<file path="src/rtl/risc_ctrl_p.sv">
// Multicycle controller for the 16-bit Simple RISC Machine.
// Holds PC, instruction register, data-address register and the control FSM,
// and steers the register-file/ALU datapath through Moore-decoded control ports.
module risc_ctrl_p #(
  parameter int unsigned AW       = 9,
  parameter int unsigned RESET_PC = 0,
  parameter int unsigned LINK_REG = 7
) (
  input  logic          clk,
  input  logic          reset,
  input  logic [15:0]   mem_rdata,
  input  logic          mem_ready,
  output logic [AW-1:0] mem_addr,
  output logic [2:0]    mem_cmd,
  input  logic [15:0]   dp_out,
  input  logic          N,
  input  logic          V,
  input  logic          Z,
  output logic [2:0]    readnum,
  output logic [2:0]    writenum,
  output logic          write,
  output logic [1:0]    vsel,
  output logic          loada,
  output logic          loadb,
  output logic          loadc,
  output logic          loads,
  output logic          asel,
  output logic          bsel,
  output logic [1:0]    alu_op,
  output logic [1:0]    shift,
  output logic [15:0]   sximm5,
  output logic [15:0]   sximm8,
  output logic [15:0]   pc_link,
  output logic          halted
);

  localparam logic [2:0] MNone  = 3'b001;
  localparam logic [2:0] MRead  = 3'b010;
  localparam logic [2:0] MWrite = 3'b100;

  localparam logic [4:0] StIf    = 5'd0;
  localparam logic [4:0] StUpd   = 5'd1;
  localparam logic [4:0] StDec   = 5'd2;
  localparam logic [4:0] StGetA  = 5'd3;
  localparam logic [4:0] StGetB  = 5'd4;
  localparam logic [4:0] StExec  = 5'd5;
  localparam logic [4:0] StWb    = 5'd6;
  localparam logic [4:0] StWbImm = 5'd7;
  localparam logic [4:0] StAddr  = 5'd8;
  localparam logic [4:0] StMrd   = 5'd9;
  localparam logic [4:0] StStrRd = 5'd10;
  localparam logic [4:0] StStrC  = 5'd11;
  localparam logic [4:0] StMwr   = 5'd12;
  localparam logic [4:0] StBr    = 5'd13;
  localparam logic [4:0] StLink  = 5'd14;
  localparam logic [4:0] StBrl   = 5'd15;
  localparam logic [4:0] StBx1   = 5'd16;
  localparam logic [4:0] StBx2   = 5'd17;
  localparam logic [4:0] StBx3   = 5'd18;
  localparam logic [4:0] StHalt  = 5'd19;

  logic [4:0]    state_q, state_d;
  logic [AW-1:0] pc_q, pc_d;
  logic [15:0]   ir_q, ir_d;
  logic [AW-1:0] daddr_q, daddr_d;

  // Instruction field decode
  logic [2:0] opcode, op_rn, op_rd, op_rm, cond;
  logic [1:0] op;
  logic is_mov_imm, is_mov_reg, is_alu, is_cmp, is_ldr, is_str;
  logic is_b, is_bl, is_bx, is_halt;
  logic br_taken;
  logic [AW-1:0] pc_br;
  logic [15:0] sximm5_raw;

  assign opcode = ir_q[15:13];
  assign op     = ir_q[12:11];
  assign op_rn  = ir_q[10:8];
  assign op_rd  = ir_q[7:5];
  assign op_rm  = ir_q[2:0];
  assign cond   = ir_q[10:8];

  assign is_mov_imm = (opcode == 3'b110) && (op == 2'b10);
  assign is_mov_reg = (opcode == 3'b110) && (op == 2'b00);
  assign is_alu     = (opcode == 3'b101);
  assign is_cmp     = is_alu && (op == 2'b01);
  assign is_ldr     = (opcode == 3'b011) && (op == 2'b00);
  assign is_str     = (opcode == 3'b100) && (op == 2'b00);
  assign is_b       = (opcode == 3'b001) && (op == 2'b00);
  assign is_bl      = (opcode == 3'b010) && (op == 2'b11);
  assign is_bx      = (opcode == 3'b010) && (op == 2'b00);
  assign is_halt    = (opcode == 3'b111);

  assign sximm5_raw = {{11{ir_q[4]}}, ir_q[4:0]};
  assign sximm8     = {{8{ir_q[7]}}, ir_q[7:0]};
  assign pc_br      = pc_q + sximm8[AW-1:0];
  assign pc_link    = 16'(pc_q);
  assign alu_op     = op;
  assign shift      = is_mov_reg ? ir_q[4:3] : 2'b00;

  // Upper data bits are intentionally ignored when AW < 16
  if (AW < 16) begin : g_unused
    logic unused_dp_hi;
    assign unused_dp_hi = ^dp_out[15:AW];
  end

  // Branch condition evaluation on the registered status flags
  always_comb begin
    br_taken = 1'b0;
    case (cond)
      3'b000:  br_taken = 1'b1;
      3'b001:  br_taken = Z;
      3'b010:  br_taken = ~Z;
      3'b011:  br_taken = (N != V);
      3'b100:  br_taken = (N != V) | Z;
      default: br_taken = 1'b0;
    endcase
  end

  // State, PC, IR and data-address registers; reset abandons any access in flight
  always_ff @(posedge clk or negedge reset) begin
    if (!reset) begin
      state_q <= StIf;
      pc_q    <= AW'(RESET_PC);
      ir_q    <= '0;
      daddr_q <= '0;
    end else begin
      state_q <= state_d;
      pc_q    <= pc_d;
      ir_q    <= ir_d;
      daddr_q <= daddr_d;
    end
  end

  // Next-state and architectural register updates
  always_comb begin
    state_d = state_q;
    pc_d    = pc_q;
    ir_d    = ir_q;
    daddr_d = daddr_q;
    case (state_q)
      StIf: begin
        if (mem_ready) begin
          ir_d    = mem_rdata;
          state_d = StUpd;
        end
      end
      StUpd: begin
        pc_d    = pc_q + AW'(1);
        state_d = StDec;
      end
      StDec: begin
        if (is_mov_imm)   state_d = StWbImm;
        else if (is_halt) state_d = StHalt;
        else if (is_b)    state_d = StBr;
        else if (is_bl)   state_d = StLink;
        else if (is_bx)   state_d = StBx1;
        else              state_d = StGetA;
      end
      StGetA: state_d = StGetB;
      StGetB: state_d = StExec;
      StExec: begin
        if (is_ldr || is_str)                       state_d = StAddr;
        else if ((is_alu && !is_cmp) || is_mov_reg) state_d = StWb;
        else                                        state_d = StIf;
      end
      StWb:    state_d = StIf;
      StWbImm: state_d = StIf;
      StAddr: begin
        daddr_d = dp_out[AW-1:0];
        state_d = is_str ? StStrRd : StMrd;
      end
      StMrd:   if (mem_ready) state_d = StIf;
      StStrRd: state_d = StStrC;
      StStrC:  state_d = StMwr;
      StMwr:   if (mem_ready) state_d = StIf;
      StBr: begin
        if (br_taken) pc_d = pc_br;
        state_d = StIf;
      end
      StLink:  state_d = StBrl;
      StBrl: begin
        pc_d    = pc_br;
        state_d = StIf;
      end
      StBx1:   state_d = StBx2;
      StBx2:   state_d = StBx3;
      StBx3: begin
        pc_d    = dp_out[AW-1:0];
        state_d = StIf;
      end
      StHalt:  state_d = StHalt;
      default: state_d = StIf;
    endcase
  end

  // Moore control outputs; everything is held inactive while reset is asserted
  always_comb begin
    mem_addr = pc_q;
    mem_cmd  = MNone;
    readnum  = 3'd0;
    writenum = 3'd0;
    write    = 1'b0;
    vsel     = 2'b00;
    loada    = 1'b0;
    loadb    = 1'b0;
    loadc    = 1'b0;
    loads    = 1'b0;
    asel     = 1'b0;
    bsel     = 1'b0;
    halted   = 1'b0;
    sximm5   = sximm5_raw;
    if (reset) begin
      case (state_q)
        StIf: mem_cmd = MRead;
        StGetA: begin
          readnum = op_rn;
          loada   = 1'b1;
        end
        StGetB: begin
          readnum = is_str ? op_rd : op_rm;
          loadb   = 1'b1;
        end
        StExec: begin
          loadc = 1'b1;
          loads = is_alu;
          asel  = is_mov_reg;
          bsel  = is_ldr | is_str;
        end
        StWb: begin
          writenum = op_rd;
          vsel     = 2'b00;
          write    = 1'b1;
        end
        StWbImm: begin
          writenum = op_rn;
          vsel     = 2'b10;
          write    = 1'b1;
        end
        StMrd: begin
          mem_addr = daddr_q;
          mem_cmd  = MRead;
          writenum = op_rd;
          vsel     = 2'b11;
          write    = mem_ready;
        end
        StStrRd: begin
          readnum = op_rd;
          loadb   = 1'b1;
        end
        // C = 0 + Rd, which becomes the store data
        StStrC: begin
          asel  = 1'b1;
          loadc = 1'b1;
        end
        StMwr: begin
          mem_addr = daddr_q;
          mem_cmd  = MWrite;
        end
        StLink: begin
          writenum = 3'(LINK_REG);
          vsel     = 2'b01;
          write    = 1'b1;
        end
        StBx1: begin
          readnum = op_rd;
          loada   = 1'b1;
        end
        // Pass Rd through the ALU unchanged by adding a zero offset
        StBx2: begin
          bsel   = 1'b1;
          loadc  = 1'b1;
          sximm5 = 16'h0000;
        end
        StHalt: halted = 1'b1;
        default: ;
      endcase
    end
  end

endmodule

</file>
<file path="config.mk">
export PLATFORM = sky130hd
export DESIGN_NAME = risc_ctrl_p
export DESIGN_NICKNAME = d
export VERILOG_FILES = /design/src/rtl/risc_ctrl_p.sv
export SDC_FILE = /design/constraint.sdc
export NUM_CORES = 1
export LEC_CHECK = 0
export CORE_ASPECT_RATIO = 0.5
export CORE_MARGIN = 8
export CORE_UTILIZATION = 50
export DETAILED_ROUTE_END_ITERATION = 8
export PLACE_DENSITY = 0.95
export SYNTH_ARGS = -nofsm -noshare
export SYNTH_HDL_FRONTEND = slang
export SYNTH_SLANG_ARGS = --single-unit
</file>
<file path="constraint.sdc">
create_clock -name clk -period 5.9 [get_ports clk]
set_input_delay 0.885 -clock clk [delete_from_list [all_inputs] [get_ports clk]]
set_output_delay 0.885 -clock clk [all_outputs]
set_load 0.1 [all_outputs]
</file>
==> results.md <==
- Outcome: finished, final reports clean
- Critical path's largest stage delay: 1.16 ns
- Slew headroom: 0.157
- Worst-path maximum fanout: 27
- Final Cycle Share: 0.773
- Maximum clock path buffer count: 2
- First-pass GRT wire length: 15900 um
- Worst hold-check path type: flip-flop to flip-flop
- GPL Wtd Cong: 0.908
- DR WL/cell: 18.6 um
- Post-Place Cell Area: 4210 um2
- Synth-to-Final Area Change: 26.6%
- Distinct cells, synth: 65
- Yosys top cell area share: 0.283
- Most common cell in the netlist: dfrtp_1
- CP endpoint kind: output pin
- Fillers: 520
- Syn Inst Count: 404
- Mapped cell area: 3450 um2
- Yosys warns: 0
- Die height: 74.8 um
- CTS Sinks: 39
- Clock Latency Late Sink: 0.29 ns
- Path depth of the worst reg2reg path: 10
- Commonest cells post-synth: 39 x dfrtp_1, 36 x buf_4, 36 x nor2_1
- Hold Crit Endpoint: daddr_q[1]$_DFFE_PN0P_
- Min Clock Period, post-route: 4.56 ns
- Reg2Reg Launch Point: state_q[3]$_DFFE_PN0P_
- FF+latch count, synth: 39
- Crit path DAT: 3.68 ns
- Synth area leaders: dfrtp_1 28%, mux2_2 8.1%, buf_4 7.8%
- Simple-gate share of the synthesized area: 0.227
- Number of global-route vias before repair: 3129
- MaxCap Viol Count: 0
- RSZ-0062 raised after global routing: no
- Family with the most delay on the worst path: buffers and inverters
- Avg Vias per Cell: 6.01
- Post-synthesis mux area share: 0.128
- Initial Util: 0.518
- Gr usage total: 0.196
- Layout Skew: 0.00471 ns
- Layout cells sized above 1: 0.136
- Xor/xnor share of the synthesized area: 0.0177
- Hold_ws: 0.505 ns
- Routed Antenna Nets: 0
- DRC viols: 0
- Final HPWL DP: 7420 um
- CTS Buf Count: 5
- Seq/Total Area, Yosys: 0.283
- End of the worst register-to-register path: pc_q[4]$_DFFE_PN0P_
- Post-Syn Area per Cell: 8.55 um2
- Design area: 4370 um2
- Hold buffer count at cts: 0
- Largest net degree at the start of global routing: 44
- Fmax: 219 MHz
- Hold Crit Start: daddr_q[1]$_DFFE_PN0P_
- Post-CTS Setup Inserts: 0
- Final setup viols: 0
- Core area: 6670 um2
- Ant. Diodes: 0
- Clock slew at reported path FFs: 0.06 ns
- Row count: 21
- Port bufs: 103
- WS Path Type: flip-flop to output pin
- Synth Area in Compound Gates: 0.179
- Crit-path cells: nand2b_1 -> o41ai_1 -> o2bb2ai_1 -> a222oi_1 -> nor2_1 -> clkdlybuf4s50_1
- Post-synth EDFFs: 0
- Async S/R FF share, synth: 1.00
- CTS tree: done
- Setup TNS Final: 0 ns
- H-tree levels: 2
- Main combinational cell family by area after synthesis: simple AND/OR/NAND/NOR gates
- Post-synth top area cell: dfrtp_1
- Slew Limit Fails: 0
- R2R setup slack: 2.67 ns
- Area share of fa/ha/maj cells after synthesis: 0.0348
- Final std cells w/o fill: 555
- Worst Max-Slew Pin Slew: 1.26 ns
- Placed instance count: 547
- Critical path data required time: 5.02 ns
- Final Hold Fails: 0
- Hold path depth: 1
- Initial DRC Count: 438
- CP startpoint kind: flip-flop
- Die area: 9990 um2
- Via count: 3334
- Gr ovfl total: 0
- Chip Width: 134 um
- Most used DFF post-synth: dfrtp_1
- Post_cts resized: 0
- WL final: 10300 um
- First-pass DRT Iterations: 7
- Initial antenna violation count: 0
- NumNets Final: 509
- Root buffer cell: clkbuf_16
- Critical path's slowest cell: clkdlybuf4s50_1
- Critical path buffers and inverters: 1
- IO Pins: 118
through the flow:
stage	utilization	setup WS [ns]
after floorplan	-	1.16
final	0.655	1.34
after detailed placement	0.630	1.85
after CTS	0.655	1.45
after global routing	0.655	1.12
after global placement	0.630	1.91
layout by cell type, fill, tap and decap left out, types with 8 or more instances in the layout:
master / n
clkdlybuf4s50_1: 92
dfrtp_1: 39
nor2_1: 36
nand2_1: 25
mux2_2: 25
a21oi_1: 23
o21ai_0: 16
nor3_1: 16
nand2b_1: 14
and2_1: 14
inv_1: 13
buf_4: 12
mux2_4: 10
ha_1: 8
logic make-up (layout without fill, tap and decap cells):
family                   after synthesis  after routing
multiplexers                          36             36
other                                  1              7
XOR/XNOR                               7              7
flip-flops                            39             39
buffers and inverters                 73            126
AO/OA/AOI/OAI                         91             91
adder cells (fa/ha/maj)                9              9
AND/OR/NAND/NOR                      148            148
final cells by class:
type	instances	area [um2]	area share
clock inverter	3	43.8	0.0100
tap	92	115	0.0263
inverter	13	48.8	0.0112
clock buffer	5	125	0.0286
multi-input combinational	298	2050	0.469
sequential	39	976	0.223
timing repair buffer	105	1020	0.232
worst register-to-register path, cell delays in order, from the launching register on:
cell      delay, ns
dfrtp_1        0.72
and4b_1        0.48
nand2b_1       0.13
ha_1           0.22
inv_1          0.07
fa_1           0.40
nand2b_1       0.19
a21boi_0       0.27
nor3_1         0.08
or3b_2         0.44
a31oi_1        0.16
worst max path at each step:
| stage | start | endpoint | slack (ns) | cells past startpoint |
|---|---|---|---|---|
| after floorplan | reset | halted | 1.16 | 2 |
| after global placement | state_q[3]$_DFFE_PN0P_ | sximm5[6] | 1.91 | 4 |
| after detailed placement | reset | mem_cmd[1] | 1.85 | 5 |
| after CTS | state_q[2]$_DFFE_PN0P_ | readnum[1] | 1.45 | 6 |
| after global routing | state_q[2]$_DFFE_PN0P_ | readnum[1] | 1.12 | 6 |
| final | state_q[2]$_DFFE_PN0P_ | readnum[1] | 1.34 | 6 |
layer usage:
layer / wire length [um] / part of all wire / global-route usage
met3: 867 / 0.084 / 0.0533
met2: 5080 / 0.49 / 0.353
met5: 0 / 0 / 0
met4: 389 / 0.038 / 0.0999
met1: 3970 / 0.39 / 0.216
registers in the layout, summed over array words and instances (netlist names):
register / count
daddr_q: 9
pc_q: 9
ir_q: 16
state_q: 5
Power is not shown: default switching activity piles up to over one toggle a cycle in this logic, so the estimate is an artifact.
